[config.mk]
export PLATFORM = sky130hd
export DESIGN_NAME = rotation_feeder
export DESIGN_NICKNAME = d
export VERILOG_FILES = /design/src/rtl/rotation_feeder.sv
export SDC_FILE = /design/constraint.sdc
export NUM_CORES = 1
export LEC_CHECK = 0
export ABC_CLOCK_PERIOD_IN_PS = 5540
export CAP_MARGIN = 20
export CORE_ASPECT_RATIO = 1.75
export CORE_MARGIN = 5
export CORE_UTILIZATION = 25
export CTS_CLUSTER_DIAMETER = 30
export DETAILED_ROUTE_END_ITERATION = 16
export GPL_ROUTABILITY_DRIVEN = 0
export GPL_TIMING_DRIVEN = 0
export PLACE_DENSITY_LB_ADDON = 0.12
export RECOVER_POWER = 25
export SYNTH_ARGS = -nofsm -noshare
export SYNTH_HDL_FRONTEND = slang
export SYNTH_SLANG_ARGS = --single-unit
[constraint.sdc]
create_clock -name clk -period 5.54 [get_ports clk]
set_clock_uncertainty 0.1 [all_clocks]
set_input_delay 1.662 -clock clk [delete_from_list [all_inputs] [get_ports clk]]
set_output_delay 1.662 -clock clk [all_outputs]
set_load 0.02 [all_outputs]
[src/rtl/rotation_feeder.sv]
// rotation_feeder: frame sequencer in front of the CORDIC `rotation` pipeline.
// Once per frame it optionally advances the spin angle, streams the vertex table
// (one point per cycle) into the pipeline, and captures the rotated results,
// tagged with their vertex index, at the far end of a latency-matched tag pipe.
// Points in the left half-plane of the angle circle are pre-rotated by 180 deg
// so the pipeline only ever sees angles in -90..90 deg.
//
// Ports:
//   clk, reset          clock; asynchronous active-low reset
//   frame_start         one-cycle frame pulse
//   spin_en, dir        advance angle by +/-STEP on an accepted frame
//   pt_we/pt_waddr/pt_wx/pt_wy   vertex table write port
//   angle, x, y         registered point to `rotation`
//   x_rot, y_rot        result from `rotation`
//   out_valid/out_index/out_x/out_y   captured rotated point
//   busy, done, overrun frame status
module rotation_feeder #(
  parameter int          NPTS    = 16,
  parameter int          LATENCY = 12,
  parameter logic [31:0] STEP    = 32'd11930465,
  localparam int         IW      = $clog2(NPTS)
) (
  input  logic          clk,
  input  logic          reset,
  input  logic          frame_start,
  input  logic          spin_en,
  input  logic          dir,
  input  logic          pt_we,
  input  logic [IW-1:0] pt_waddr,
  input  logic [11:0]   pt_wx,
  input  logic [11:0]   pt_wy,
  output logic [31:0]   angle,
  output logic [11:0]   x,
  output logic [11:0]   y,
  input  logic [11:0]   x_rot,
  input  logic [10:0]   y_rot,
  output logic          out_valid,
  output logic [IW-1:0] out_index,
  output logic [11:0]   out_x,
  output logic [10:0]   out_y,
  output logic          busy,
  output logic          done,
  output logic          overrun
);

  typedef enum logic [1:0] {IDLE, ISSUE, DRAIN} state_e;

  state_e        state_q;
  logic [31:0]   theta_q, theta_d;
  logic [IW-1:0] idx_q;
  logic [31:0]   angle_q, ang_d;
  logic [11:0]   x_q, y_q, x_d, y_d;
  logic          out_valid_q, done_q, overrun_q;
  logic [IW-1:0] out_index_q;
  logic [11:0]   out_x_q;
  logic [10:0]   out_y_q;

  // Tag pipe: entry 0 is loaded together with the issue register, entry
  // LATENCY lines up with the matching x_rot/y_rot.
  logic [LATENCY:0]         vld_pipe;
  logic [LATENCY:0][IW-1:0] idx_pipe;

  // Vertex table, not reset. Combinational read, so a same-cycle write
  // is seen only on the following cycle.
  logic [23:0] mem_q [NPTS];
  logic [11:0] px, py;
  logic        flip;

  always_ff @(posedge clk) begin
    if (pt_we) mem_q[pt_waddr] <= {pt_wx, pt_wy};
  end

  function automatic logic [11:0] neg_sat(input logic [11:0] v);
    return (v == 12'h800) ? 12'h7FF : (~v + 12'd1);
  endfunction

  always_comb begin
    theta_d = theta_q;
    if (state_q == IDLE && frame_start && spin_en)
      theta_d = dir ? (theta_q - STEP) : (theta_q + STEP);
    {px, py} = mem_q[idx_q];
    // Quadrants 01/10 lie outside -90..90 deg: add 180 deg and negate point.
    flip  = theta_q[31] ^ theta_q[30];
    ang_d = flip ? (theta_q + 32'h8000_0000) : theta_q;
    x_d   = flip ? neg_sat(px) : px;
    y_d   = flip ? neg_sat(py) : py;
  end

  always_ff @(posedge clk or negedge reset) begin
    if (!reset) begin
      state_q     <= IDLE;
      theta_q     <= '0;
      idx_q       <= '0;
      angle_q     <= '0;
      x_q         <= '0;
      y_q         <= '0;
      vld_pipe    <= '0;
      idx_pipe    <= '0;
      out_valid_q <= 1'b0;
      out_index_q <= '0;
      out_x_q     <= '0;
      out_y_q     <= '0;
      done_q      <= 1'b0;
      overrun_q   <= 1'b0;
    end else begin
      theta_q   <= theta_d;
      vld_pipe  <= {vld_pipe[LATENCY-1:0], (state_q == ISSUE)};
      idx_pipe  <= {idx_pipe[LATENCY-1:0], idx_q};
      overrun_q <= frame_start && (state_q != IDLE);

      out_valid_q <= vld_pipe[LATENCY];
      done_q      <= vld_pipe[LATENCY] && (idx_pipe[LATENCY] == IW'(NPTS - 1));
      if (vld_pipe[LATENCY]) begin
        out_x_q     <= x_rot;
        out_y_q     <= y_rot;
        out_index_q <= idx_pipe[LATENCY];
      end

      case (state_q)
        IDLE: begin
          if (frame_start) begin
            state_q <= ISSUE;
            idx_q   <= '0;
          end
        end
        ISSUE: begin
          angle_q <= ang_d;
          x_q     <= x_d;
          y_q     <= y_d;
          idx_q   <= idx_q + 1'b1;
          if (idx_q == IW'(NPTS - 1)) state_q <= DRAIN;
        end
        DRAIN: begin
          // Leave one cycle after the last capture so busy covers done.
          if (done_q) state_q <= IDLE;
        end
        default: state_q <= IDLE;
      endcase
    end
  end

  assign angle     = angle_q;
  assign x         = x_q;
  assign y         = y_q;
  assign out_valid = out_valid_q;
  assign out_index = out_index_q;
  assign out_x     = out_x_q;
  assign out_y     = out_y_q;
  assign busy      = (state_q != IDLE);
  assign done      = done_q;
  assign overrun   = overrun_q;

endmodule

======== Yosys cells after proc, flatten, opt, wreduce, memory -nomap -nowiden ========
Memories as Yosys holds them, arrays and structs flattened.
Cells that the tools add are included.
storage, ports and cells
  flip-flop bits (word level) ............. 189
  bits in writable memories ............... 384
  input port bits ......................... 57
  word-level logic and storage cells ...... 68
  memories kept ........................... 1
memories
  memory  depth  bits a word  read ports  clocked after memory_dff  write ports  line  source
  mem_q   16     24           1           0                         1            65    logic [23:0] mem_q [NPTS];
operators by class
  add/sub/neg operators ................... 6
  eq/ne operators ......................... 9
  mux-type cells .......................... 14
  bitwise operators ....................... 3
  reduce and logical (&&, ||, !) cells .... 9
operators by type and width
  operator                  number
  $mux W32                  2
  $mux W12                  4
  $add A32 B24 Y32 const B  1
  $add A32 B32 Y32 const B  1
  $sub A32 B24 Y32 const B  1
  $add A12 B1 Y12 const B   2
  $eq A12 B12 Y1 const B    2
  $not A12 Y12              2
  $eq A4 B4 Y1 const B      2
  $pmux W4 S2               1
  $mux W2                   3
  $pmux W2 S3               1
  $add A4 B1 Y4 const B     1
  $logic_and A1 B1 Y1       4
  $mux W4                   1
  $ne A2 B2 Y1 const B      2
  $reduce_bool A2 Y1        2
  $reduce_and A3 Y1         1
  $eq A2 B1 Y1 const B      1
  $eq A2 B2 Y1 const B      1
  $logic_not A2 Y1          1
  $mux W1                   2
  $ne A2 B1 Y1 const B      1
  $reduce_and A2 Y1         1
  $xor A1 B1 Y1             1

======== Longest topological paths before layout ========
An unclocked memory read counts as a cell.
  depth in word-level cells ............... 5
  mapped depth ............................ 14
  mapped depth without buffers ............ 10

======== Worst setup path before layout ========
OpenSTA, ideal clock, no wires.
  kind .................................... input -> register
  start point ............................. in pt_waddr[2]
  end point ............................... mem mem_q[0][0] (enable)
  arrival ................................. 3.844 ns
  slack ................................... 1.161 ns
  stages on the path ...................... 2
  cell sequence ........................... or3b_2 -> nor3_1
RTL lines
  item                line  source
  start: declaration  29    input logic [IW-1:0] pt_waddr,
  end: declaration    65
No word-level cell before the write port.

======== Worst setup path after layout ========
  start point ............................. in dir
  end point ............................... reg theta_q[28]
between the ends
  cells in the longest elaborated chain, start to end .. 1
RTL lines
  item                    line  source
  start: declaration      27    input logic dir,
  $mux W32                80    theta_d = dir ? (theta_q - STEP) : (theta_q + STEP);
  end signal: assignment  106   theta_q <= theta_d;
  end: declaration        49    logic [31:0] theta_q, theta_d;
No other way between the ends.
A chain may end at the register's enable or synchronous reset.

==> impl_metrics.prom <==
# TYPE chip_impl_metric gauge
chip_impl_metric{name="io-pin-count",unit=""} 144
chip_impl_metric{name="overflow",unit=""} 0
chip_impl_metric{name="synth-xor-area-share",unit="%"} 1.528
chip_impl_metric{name="grtUsageTotal",unit="%"} 13.79
chip_impl_info{name="cts-root-buf",value="sky130_fd_sc_hd__clkbuf_16"} 1
chip_impl_metric{name="largest_net_degree_at_the_start_of_global_routing",unit=""} 113
chip_impl_metric{name="detailedRoute.firstIterationViolations",unit=""} 889
chip_impl_metric{name="number_of_placement_rows",unit=""} 147
chip_impl_info{name="end_of_the_worst_register_to_register_path",value="y[0]$_DFFE_PN0P_"} 1
chip_impl_info{name="final_common_cell",value="sky130_fd_sc_hd__edfxtp_1"} 1
chip_impl_metric{name="grt_antenna_before_repair",unit=""} 4
chip_impl_metric{name="deepest_clock_path_buffer_count",unit=""} 3
chip_impl_metric{name="syn-mean-instance-area",unit="µm²"} 16.51
chip_impl_metric{name="reg2reg_setup_slack",unit="ns"} 0.66
chip_impl_metric{name="worst_margin_slew",unit="ns"} 2.862
chip_impl_metric{name="ys_warn_count",unit=""} 0
chip_impl_metric{name="p_leak",unit="nW"} 10.83
chip_impl_metric{name="critical-path-max-stage-delay",unit="ns"} 0.81
chip_impl_metric{name="critical_path_peak_fanout",unit=""} 16
chip_impl_metric{name="synth.ff_latch_count",unit=""} 573
chip_impl_metric{name="synth_simple_gate_area_share",unit="%"} 6.241
chip_impl_info{name="outcome",value="finished with violations"} 1
chip_impl_metric{name="fp.dieH",unit="µm"} 410.7
chip_impl_metric{name="drt_first_pass_iters",unit=""} 5
chip_impl_metric{name="synth_compound_gate_area_share",unit="%"} 6.351
chip_impl_metric{name="clock_sink_count",unit=""} 573
chip_impl_metric{name="post-route-util",unit="%"} 32.80
chip_impl_metric{name="holdBufCountCts",unit=""} 0
chip_impl_info{name="whs_endpoint",value="idx_pipe[11]$_DFF_PN0_"} 1
chip_impl_info{name="timing_worst_setup_path_type",value="primary input to flip-flop"} 1
chip_impl_metric{name="timing.hold.worst_path_depth",unit=""} 0
chip_impl_metric{name="syn-instance-count",unit=""} 1389
chip_impl_metric{name="post-cts-setup-buffer-count",unit=""} 0
chip_impl_info{name="worstSetupStartpointType",value="primary input"} 1
chip_impl_metric{name="power_density",unit="nW/µm²"} 595.4
chip_impl_metric{name="clkLatencyLatePin",unit="ns"} 0.69
chip_impl_metric{name="final-max-slew-violation-count",unit=""} 112
chip_impl_metric{name="fp.dieArea",unit="µm²"} 98130
chip_impl_metric{name="drt-wirelength-per-cell",unit="µm"} 22.99
chip_impl_metric{name="coreArea",unit="µm²"} 91410
chip_impl_metric{name="finalSetupViolations",unit=""} 0
chip_impl_metric{name="chip_width",unit="µm"} 239.0
chip_impl_metric{name="clock_tree.htree_level_count",unit=""} 3
chip_impl_metric{name="worstPathArrival",unit="ns"} 5.79
chip_impl_info{name="postSynth.topFlopCell",value="sky130_fd_sc_hd__edfxtp_1"} 1
chip_impl_metric{name="synth_nets",unit=""} 1480
chip_impl_metric{name="syn-cell-area",unit="µm²"} 22930
chip_impl_metric{name="maxSlewHeadroom",unit="%"} -90.81
chip_impl_metric{name="fin_crit_sh",unit="%"} 95.73
chip_impl_metric{name="quantity_of_i_o_buffers_inserted_on_ports",unit=""} 143
chip_impl_info{name="synth_top_family_by_area",value="multiplexers"} 1
chip_impl_metric{name="final_hold_viol_count",unit=""} 0
chip_impl_info{name="critical_path.cell_chain",value="clkdlybuf4s50_1, buf_8, inv_1, ha_1, nand4_1, nor4_1, o21ai_0, nand3_1, a21oi_1, o21ai_0, mux2_2, nand2_1"} 1
chip_impl_info{name="min-delay-path-class",value="flip-flop to flip-flop"} 1
chip_impl_info{name="clock_tree_from_tritoncts",value="yes"} 1
chip_impl_metric{name="cts_resized",unit=""} 0
chip_impl_metric{name="async_flop_share",unit="%"} 32.98
chip_impl_metric{name="area_growth",unit="%"} 30.74
chip_impl_info{name="timing.critical_path.to_type",value="flip-flop"} 1
chip_impl_metric{name="design_area_final",unit="µm²"} 29980
chip_impl_info{name="violated_checks",value="max-capacitance violations, max-slew violations"} 1
chip_impl_info{name="rsz_0062_raised_after_global_routing",value="false"} 1
chip_impl_metric{name="fmax",unit="MHz"} 188.5
chip_impl_info{name="final_cell_mix",value="sky130_fd_sc_hd__edfxtp_1 (384), sky130_fd_sc_hd__dfrtp_1 (189), sky130_fd_sc_hd__nand2_1 (172)"} 1
chip_impl_metric{name="grt_pass1_wl",unit="µm"} 99510
chip_impl_metric{name="route.final.wire_length",unit="µm"} 67590
chip_impl_metric{name="yosysSeqAreaShare",unit="%"} 70.90
chip_impl_metric{name="yosys-mux-area-fraction",unit="%"} 11.37
chip_impl_metric{name="detailed_place.area",unit="µm²"} 26430
chip_impl_metric{name="vias_after_detailed_routing",unit=""} 13359
chip_impl_metric{name="synth_adder_area_share",unit="%"} 1.888
chip_impl_info{name="hold_path_startpoint",value="idx_pipe[7]$_DFF_PN0_"} 1
chip_impl_metric{name="initial_utilization",unit="%"} 25.09
chip_impl_info{name="cell_with_the_biggest_individual_delay_on_the_critical_path",value="sky130_fd_sc_hd__clkdlybuf4s50_1"} 1
chip_impl_metric{name="synth-edff-count",unit=""} 384
chip_impl_metric{name="worst-r2r-cell-count",unit=""} 13
chip_impl_metric{name="max-vdd-ir-drop",unit="µV"} 283.9
chip_impl_metric{name="cap_viol_max_count",unit=""} 1
chip_impl_metric{name="drive_gt1_share",unit="%"} 21.82
chip_impl_metric{name="drt.antenna.violating_nets",unit=""} 0
chip_impl_metric{name="critical_path_required",unit="ns"} 6.02
chip_impl_metric{name="first_global_vias",unit=""} 14600
chip_impl_metric{name="drc",unit=""} 0
chip_impl_metric{name="hpwl",unit="µm"} 46390
chip_impl_metric{name="nets",unit=""} 1752
chip_impl_info{name="cp_common_cell",value="sky130_fd_sc_hd__o21ai_0"} 1
chip_impl_metric{name="cts_buffers",unit=""} 99
chip_impl_metric{name="fill_cells",unit=""} 8849
chip_impl_metric{name="finalWorstPathRequiredPeriod",unit="ns"} 5.304
chip_impl_metric{name="final.hold.worst_slack",unit="ns"} 0.2388
chip_impl_info{name="timing.rr.start",value="idx_q[1]$_DFFE_PN0P_"} 1
chip_impl_metric{name="synth_cell_type_count",unit=""} 68
chip_impl_metric{name="clkSlewWorstSetupHoldPaths",unit="ns"} 0.05
chip_impl_metric{name="routed_via_density",unit=""} 4.544
-- state kept, by name, indices dropped and copies added, names as in the netlist, 4 cells and up --
signal / flops
y: 12
idx_q: 4
idx_pipe: 52
vld_pipe: 13
x: 12
out_y: 11
angle: 32
theta_q: 32
out_x: 12
mem_q: 384
out_index: 4
-- report_power, final --
group	switching, mW	leakage, nW	total (mW)	internal [mW]
registers	0.366	5.73	5.63	5.26
logic	3.41	3.41	5.83	2.42
clock network	2.36	1.70	6.40	4.04
-- final cells by class --
class                      count  area [µm²]  share of cell area (%)
buffer                        59       315.3                   1.052
multi-input combinational    736        6389                   21.31
clock buffer                 111        2606                   8.692
tap                         1192        1491                   4.974
inverter                      20       75.07                  0.2504
timing repair buffer         172        1882                   6.276
antenna                        2       5.005                 0.01669
clock inverter                75       959.7                   3.201
sequential                   573       16260                   54.23
-- how the worst max path moves through the flow --
stage	endpoint	startpoint	slack, ns
6_report	theta_q[28]$_DFFE_PN0P_	dir	0.24
5_1_grt	theta_q[28]$_DFFE_PN0P_	dir	0.09
4_1_cts	y[9]$_DFFE_PN0P_	idx_q[1]$_DFFE_PN0P_	0.05
3_5_place_dp	theta_q[28]$_DFFE_PN0P_	dir	-0.47
3_3_place_gp	y[5]$_DFFE_PN0P_	reset	-5.67
2_1_floorplan	mem_q[0][0]$_DFFE_PP_	pt_waddr[2]	1.16
-- kinds of logic after synthesis --
| kind of cell | Yosys count |
|---|---|
| compound gates | 211 |
| xor+xnor | 40 |
| fa+ha+maj | 34 |
| buf+inv | 80 |
| flops | 573 |
| mux | 137 |
| simple gates | 314 |
-- metrics by stage --
stage / worst slack [ns] / total power [mW] / cells / setup TNS [ns]
floorplan: 1.161 / 9.368 / 1389 / 0
global placement: -5.674 / 11.63 / 2724 / -1415.49
detailed placement: -0.4683 / 11.67 / 2753 / -1.357
CTS: 0.04710 / 18.18 / 2939 / 0
global route: 0.08661 / 18.81 / 2938 / 0
finish: 0.2363 / 17.85 / 2940 / 0
-- synthesized netlist by cell type, types with 5 or more instances --
cell,n,area share [%]
sky130_fd_sc_hd__nor3b_1,5,0.16
sky130_fd_sc_hd__inv_1,19,0.31
sky130_fd_sc_hd__a211oi_1,7,0.23
sky130_fd_sc_hd__ha_1,33,1.8
sky130_fd_sc_hd__o31ai_1,7,0.23
sky130_fd_sc_hd__and3_1,8,0.22
sky130_fd_sc_hd__xor2_1,18,0.69
sky130_fd_sc_hd__edfxtp_1,384,50
sky130_fd_sc_hd__a21o_1,10,0.33
sky130_fd_sc_hd__nor3_1,17,0.37
sky130_fd_sc_hd__o21a_1,5,0.16
sky130_fd_sc_hd__a21oi_2,9,0.34
sky130_fd_sc_hd__a31oi_1,8,0.22
sky130_fd_sc_hd__nand2_1,172,2.8
sky130_fd_sc_hd__a221oi_1,11,0.42
sky130_fd_sc_hd__a22o_1,11,0.42
sky130_fd_sc_hd__clkbuf_1,38,0.62
sky130_fd_sc_hd__o22a_1,7,0.27
sky130_fd_sc_hd__nand3_1,17,0.37
sky130_fd_sc_hd__nor2b_1,7,0.19
sky130_fd_sc_hd__buf_6,8,0.39
sky130_fd_sc_hd__a21oi_1,36,0.79
sky130_fd_sc_hd__dfrtp_1,189,21
sky130_fd_sc_hd__mux2_2,28,1.4
sky130_fd_sc_hd__mux2i_1,13,0.57
sky130_fd_sc_hd__xnor2_1,22,0.84
sky130_fd_sc_hd__nand4_1,5,0.14
sky130_fd_sc_hd__nand2b_1,5,0.14
sky130_fd_sc_hd__o21bai_1,6,0.20
sky130_fd_sc_hd__a22oi_1,21,0.69
sky130_fd_sc_hd__o21ai_0,47,1.0
sky130_fd_sc_hd__buf_1,7,0.11
sky130_fd_sc_hd__mux4_2,96,9.4
sky130_fd_sc_hd__nor2_1,47,0.77
-- critical path, delay by kind of cell --
family / cells / cell delay [ns]
AND/OR/NAND/NOR: 4 / 0.85
adder cells (fa/ha/maj): 1 / 0.52
AO/OA/AOI/OAI: 3 / 0.97
multiplexers: 1 / 0.40
buffers and inverters: 3 / 1.36
-- metal layers --
metal	routed length (µm)	track usage [%]	vias to the layer above	part of all wire (%)
met3	3362	3.017	101	5.0
met1	27120	16.41	6964	40
met2	35580	24.73	344	53
met4	1528	4.420	0	2.3
li1	-	-	5950	-
met5	0	0	-	0
No activity file was read; power rests on OpenSTA's default activity.
==> RTL edit 1 (config.mk and constraints unchanged) <==
Set the parameter `NPTS` to 32 (it was 16).
--- a/src/rtl/rotation_feeder.sv
+++ b/src/rtl/rotation_feeder.sv
@@ -16,5 +16,5 @@
 //   busy, done, overrun frame status
 module rotation_feeder #(
-  parameter int          NPTS    = 16,
+  parameter int          NPTS    = 32,
   parameter int          LATENCY = 12,
   parameter logic [31:0] STEP    = 32'd11930465,
Interface: changed (resized out_index and pt_waddr); port bits go from 144 to 146. The function was not compared with the original's and may differ.
==> RTL edit 1 against the original RTL <==
The run still ends with capacitance limit, slew limit left. Worst setup slack better by 0.049 ns. Via count up 54%. Critical endpoint is now y[2]$_DFFE_PN0P_. Total power up 50%. Sequential power up 61%. Sequential cell count up 399. Final area up 61%. Synthesized area up 67%. Routed wire length up 80%. Die area up 64%. Synthesized cell count up 48%.
==> RTL edit 1: results (changes against the original RTL) <==
stage	metric	value	unit	change
status	failing checks	capacitance limit, slew limit		
route	drt via density	4.55		+0.12%
clock_network	Clock transition at path regs	0.06	ns	
placement	Inst Count DP	4260		+55%
grt	GR Util met1	16.5	%	+0.11 points
synthesis	Syn Inst Count	2056		+48%
route	M1 WL	45.6	mm	+68%
synthesis	FFs w/ async S/R, synth	21.0	%	-12 points
route	drt initial violations	1417		+59%
worst_setup_path	CP arrival	5.82	ns	+0.03 ns
synthesis	Post-synth EDFFs	768		+100%
worst_setup_path	critical path launch point type	register		
clock_network	Root Driver	clkbuf_16		
grt	vias in the first global route	22529		+54%
flow_run	# Max-Cap Violations	2		+1
grt	initial antenna violation count	9		+5
synthesis	Synth area leaders	edfxtp_1 60%, dfrtp_1 13%, mux4_2 10%		
route	DR top layer	met5		
clock_network	total CTS buffers	144		+45%
grt	GR Layer Usage met3	2.91	%	-0.11 points
clock_network	Post-CTS Setup Repair Bufs	0		unchanged
clock_network	post-cts sizing count	5		+5
finish	Largest regs	mem_q: 768 flops, idx_pipe: 65 flops		
synthesis	synth cell count leaders	768 x edfxtp_1, 204 x dfrtp_1, 201 x nand2_1		
power_and_ir_drop	VDD IR-drop max	292	uV	+2.8%
route	met2 wire length	67.9	mm	+91%
clock_network	htree depth	4		+1
finish	Fill cells	14833		+68%
power_and_ir_drop	leakage	16.7	nW	+54%
grt	total track usage	14.9	%	+1.1 points
route	DR pass1 iterations	5		unchanged
synthesis	Netlist cell types	72		+5.9%
clock_network	clock latency at the later pin of the worst-skew pair	0.74	ns	+0.05 ns
synthesis	Synth warnings	0		unchanged
route	WL met3	4.99	mm	+48%
grt	global-route wire length before repair	171	mm	+72%
route	drt wl/cell	26.8	um	+17%
clock_network	clock buffer depth	3		unchanged
route	via count	20617		+54%
grt	global-route met2 utilization	28.8	%	+4.1 points
finish	fraction of layout cells with a size suffix above 1	24.1	%	+2.3 points
synthesis	sequential fraction of the synthesis area	73.6	%	+2.7 points
grt	largest net degree at the start of global routing	105		-7.1%
timing	Worst-Margin Slew	2.41	ns	-0.452 ns
timing	final-report max-slew violation count	192		+71%
placement	Port Buffers	145		+1.4%
status	status	finished with violations		
min_path	worst hold-check path type	register to register		
finish	fin nets	2485		+42%
worst_setup_path	Critical Path Fanout Max	10		-6
placement	detailed placement HPWL	80.7	mm	+74%
==> RTL edit 1: cell types whose count changed after synthesis, sizes merged, moves of 29 or more <==
cell	unedited run	this run
edfxtp	384	768
mux4	96	186
mux2i	13	80
nor2	47	79
buf	22	52
nand2	172	201
==> RTL edit 1: worst paths after layout <==
check,start,end,slack (ns),cells past startpoint
setup reg to reg,idx_q[1]$_DFFE_PN0P_,y[2]$_DFFE_PN0P_,0.29,13
hold / removal,idx_pipe[58]$_DFF_PN0_,idx_pipe[63]$_DFF_PN0_,0.24,0
max in group asynchronous,reset,theta_q[19]$_DFFE_PN0P_,1.07,2
setup / recovery,idx_q[1]$_DFFE_PN0P_,y[2]$_DFFE_PN0P_,0.29,13
min in group asynchronous,reset,out_y[1]$_DFFE_PN0P_,1.55,1
hold reg to reg,idx_pipe[58]$_DFF_PN0_,idx_pipe[63]$_DFF_PN0_,0.24,0
==> RTL edit 1: logic make-up after synthesis <==
group	Yosys count	synth area share, %
flip-flops	972	73.6
AND/OR/NAND/NOR	352	4.10
multiplexers	307	14.4
AO/OA/AOI/OAI	247	4.34
buffers and inverters	107	1.60
XOR/XNOR	36	0.824
adder cells (fa/ha/maj)	35	1.16
==> RTL edit 1: layout make-up <==
type / instances / area (um^2) / area share [%]
flip-flops and latches: 972 / 28200 / 58.2
multi-input cells: 977 / 9740 / 20.1
clock buffers: 157 / 3750 / 7.75
well taps: 2016 / 2520 / 5.21
repair buffers: 195 / 2370 / 4.90
clock inverters: 110 / 1200 / 2.48
plain buffers: 88 / 559 / 1.16
inverters: 14 / 52.6 / 0.109
diodes: 3 / 7.51 / 0.0155
==> RTL edit 1: power breakdown <==
| group | internal [mW] | switching [mW] | leakage [nW] |
|---|---|---|---|
| combinational | 3.52 | 4.95 | 4.93 |
| sequential | 8.65 | 0.411 | 9.37 |
| clock | 5.63 | 3.59 | 2.38 |
| total | 17.8 | 8.96 | 16.7 |
==> RTL edit 1: critical path, stage by stage, from the launching register on <==
cell,delay (ns)
dfrtp_1,0.43
buf_2,0.30
buf_2,0.41
clkbuf_1,0.86
clkbuf_2,0.56
mux4_2,0.40
nand2_1,0.08
o2111ai_1,0.18
a22oi_1,0.49
nand4_1,0.24
nor2_2,0.22
nor4b_4,0.50
o21ai_1,0.22
nand2_1,0.12
==> RTL edit 1: per-stage QoR <==
step	total power, mW	area, um^2	worst slack [ns]
after global routing	28.1	48400	0.0196
after global placement	17.9	42300	-5.86
after CTS	27.3	48400	0.0245
final	26.8	48400	0.285
after floorplan	14.4	38300	1.46
after detailed placement	18.0	43400	-0.672
==> RTL edit 2 (same flow settings) <==
Made on the original files. Register the input `y_rot` before use, without a reset. The logic sees it one clock later. The other inputs are not delayed to match. Comments in the files are not updated.
--- a/src/rtl/rotation_feeder.sv
+++ b/src/rtl/rotation_feeder.sv
@@ -45,4 +45,10 @@
 
   typedef enum logic [1:0] {IDLE, ISSUE, DRAIN} state_e;
+
+  logic [10:0] y_rot_q;
+
+  always_ff @(posedge clk) begin
+    y_rot_q <= y_rot;
+  end
 
   state_e        state_q;
@@ -113,5 +119,5 @@
       if (vld_pipe[LATENCY]) begin
         out_x_q     <= x_rot;
-        out_y_q     <= y_rot;
+        out_y_q     <= y_rot_q;
         out_index_q <= idx_pipe[LATENCY];
       end
Formal check against the unedited RTL: no difference found for any inputs over 4 cycles, from zero or initial values and one cycle with reset low; that may be too few to reach the edited logic, so the function may still have changed.
==> RTL edit 2 against the original RTL <==
The run still ends with capacitance limit, slew limit left. Total power increased by 0.19%. Sequential cell count increased by 11. Synthesized area grew 0.35%. Non-clock buffer count shrank 1. Final cell count fell by 0.27%. Critical path depth decreased by 1. Routed wire length down 3.8%. Sequential power increased by 1%. Register-to-register slack lost 0.14 ns. Fmax increased by 5.6%. Final area up 1.2%. Worst setup slack better by 0.28 ns. Largest power group unchanged.
==> RTL edit 2: results (changes against the original RTL) <==
stage	metric	value	unit	change
status	status	finished with violations		
status	failing checks	capacitance limit, slew limit		
worst_setup_path	Critical Path Fanout Max	10		-6
grt	total track usage	13.2	%	-0.55 points
route	met2 wire length	35.6	mm	about the same
synthesis	Synth warnings	0		unchanged
route	M1 WL	24.4	mm	-9.9%
grt	initial antenna violation count	7		+3
worst_setup_path	most frequent CP cell	buf_2		
synthesis	post-synthesis net count	1457		-1.6%
power_and_ir_drop	VDD IR-drop max	259	uV	-8.8%
placement	detailed placement HPWL	43.8	mm	-5.6%
synthesis	post-synthesis adder-cell area fraction	1.88	%	-0.0066 points
worst_setup_path	Max stage delay on crit path	0.71	ns	-0.10 ns
timing	Slew HR	-131	%	-40 points
placement	Inst Count DP	2732		-0.76%
synthesis	synth cell count leaders	384 x edfxtp_1, 189 x dfrtp_1, 156 x nand2_1		
grt	global-route met2 utilization	24.7	%	-0.041 points
worst_setup_path	delay-heaviest family, CP	buffers and inverters		
synthesis	post-synthesis xor/xnor area fraction	1.86	%	+0.34 points
grt	global-route wire length before repair	96.0	mm	-3.5%
synthesis	Synth Area per Inst	16.8	um^2	+2.0%
grt	GR Layer Usage met3	2.94	%	-0.077 points
route	DR pass1 iterations	5		unchanged
finish	Non-Filler Instances	2932		-0.27%
route	total routed wirelength	65.0	mm	-3.8%
grt	GR Util met1	14.6	%	-1.8 points
route	DR top layer	met5		
finish	Fill cells	8864		+0.17%
timing	final-report max-slew violation count	77		-31%
grt	vias in the first global route	14542		-0.40%
route	via count	13017		-2.6%
placement	pre-CTS setup slack	-0.693	ns	-0.225 ns
route	WL met3	3.10	mm	-7.9%
synthesis	post-synthesis mux area share	12.4	%	+1.0 points
synthesis	Synth area leaders	edfxtp_1 50%, dfrtp_1 21%, mux4_2 9.8%		
worst_setup_path	slowest CP cell	clkbuf_1		
flow_run	# Max-Cap Violations	1		unchanged
route	drt initial violations	727		-18%
synthesis	FFs w/ async S/R, synth	32.4	%	-0.62 points
synthesis	sequential fraction of the synthesis area	71.6	%	+0.71 points
finish	fraction of layout cells with a size suffix above 1	22.1	%	+0.27 points
clock_network	Root Driver	clkbuf_16		
clock_network	total CTS buffers	105		+6.1%
synthesis	Compound-Gate Fraction of Synth Area	5.31	%	-1.0 points
grt	largest net degree at the start of global routing	114		+0.88%
finish	fin nets	1738		-0.80%
placement	DP Area	26600	um^2	+0.55%
power_and_ir_drop	leakage	11.1	nW	+2.2%
-- RTL edit 2: cell count changes after synthesis, sizes merged, moves of 9 or more --
cell and delta:
a22oi -19, nand2 -16, o21ai +17, dfxtp +11, nor2 +13, nor3 -9, mux2i +9
-- RTL edit 2: repair_timing --
item	CTS	global route
gates resized for setup	1	3
buffers inserted	0	0
pin swaps	0	0
endpoints found under the setup margin	1	2
-- RTL edit 2: cell type report --
cell class                 count  area, um^2  area share, %
timing repair buffer         174        1950           6.42
inverter                      17        63.8          0.210
multi-input combinational    709        6290           20.7
buffer                        56         290          0.957
clock inverter                74         991           3.27
tap                         1192        1490           4.92
clock buffer                 124        2770           9.13
antenna                        2        5.00         0.0165
sequential                   584       16500           54.3
-- RTL edit 2: final timing paths --
kind / startpoint / end / slack, ns / cells after the start
max in group asynchronous: reset / idx_pipe[3]$_DFF_PN0_ / 1.18 / 1
setup / recovery: idx_q[1]$_DFFE_PN0P_ / x[0]$_DFFE_PN0P_ / 0.52 / 11
hold reg to reg: idx_pipe[43]$_DFF_PN0_ / idx_pipe[47]$_DFF_PN0_ / 0.23 / 0
hold / removal: idx_pipe[43]$_DFF_PN0_ / idx_pipe[47]$_DFF_PN0_ / 0.23 / 0
min in group asynchronous: reset / out_x[9]$_DFFE_PN0P_ / 2.18 / 1
setup reg to reg: idx_q[1]$_DFFE_PN0P_ / x[0]$_DFFE_PN0P_ / 0.52 / 11
-- RTL edit 2: power by group --
group	switching (mW)	total [mW]	internal [mW]
Combinational	3.11	5.46	2.35
Sequential	0.380	5.70	5.32
Clock	2.31	6.72	4.41
Total	5.81	17.9	12.1
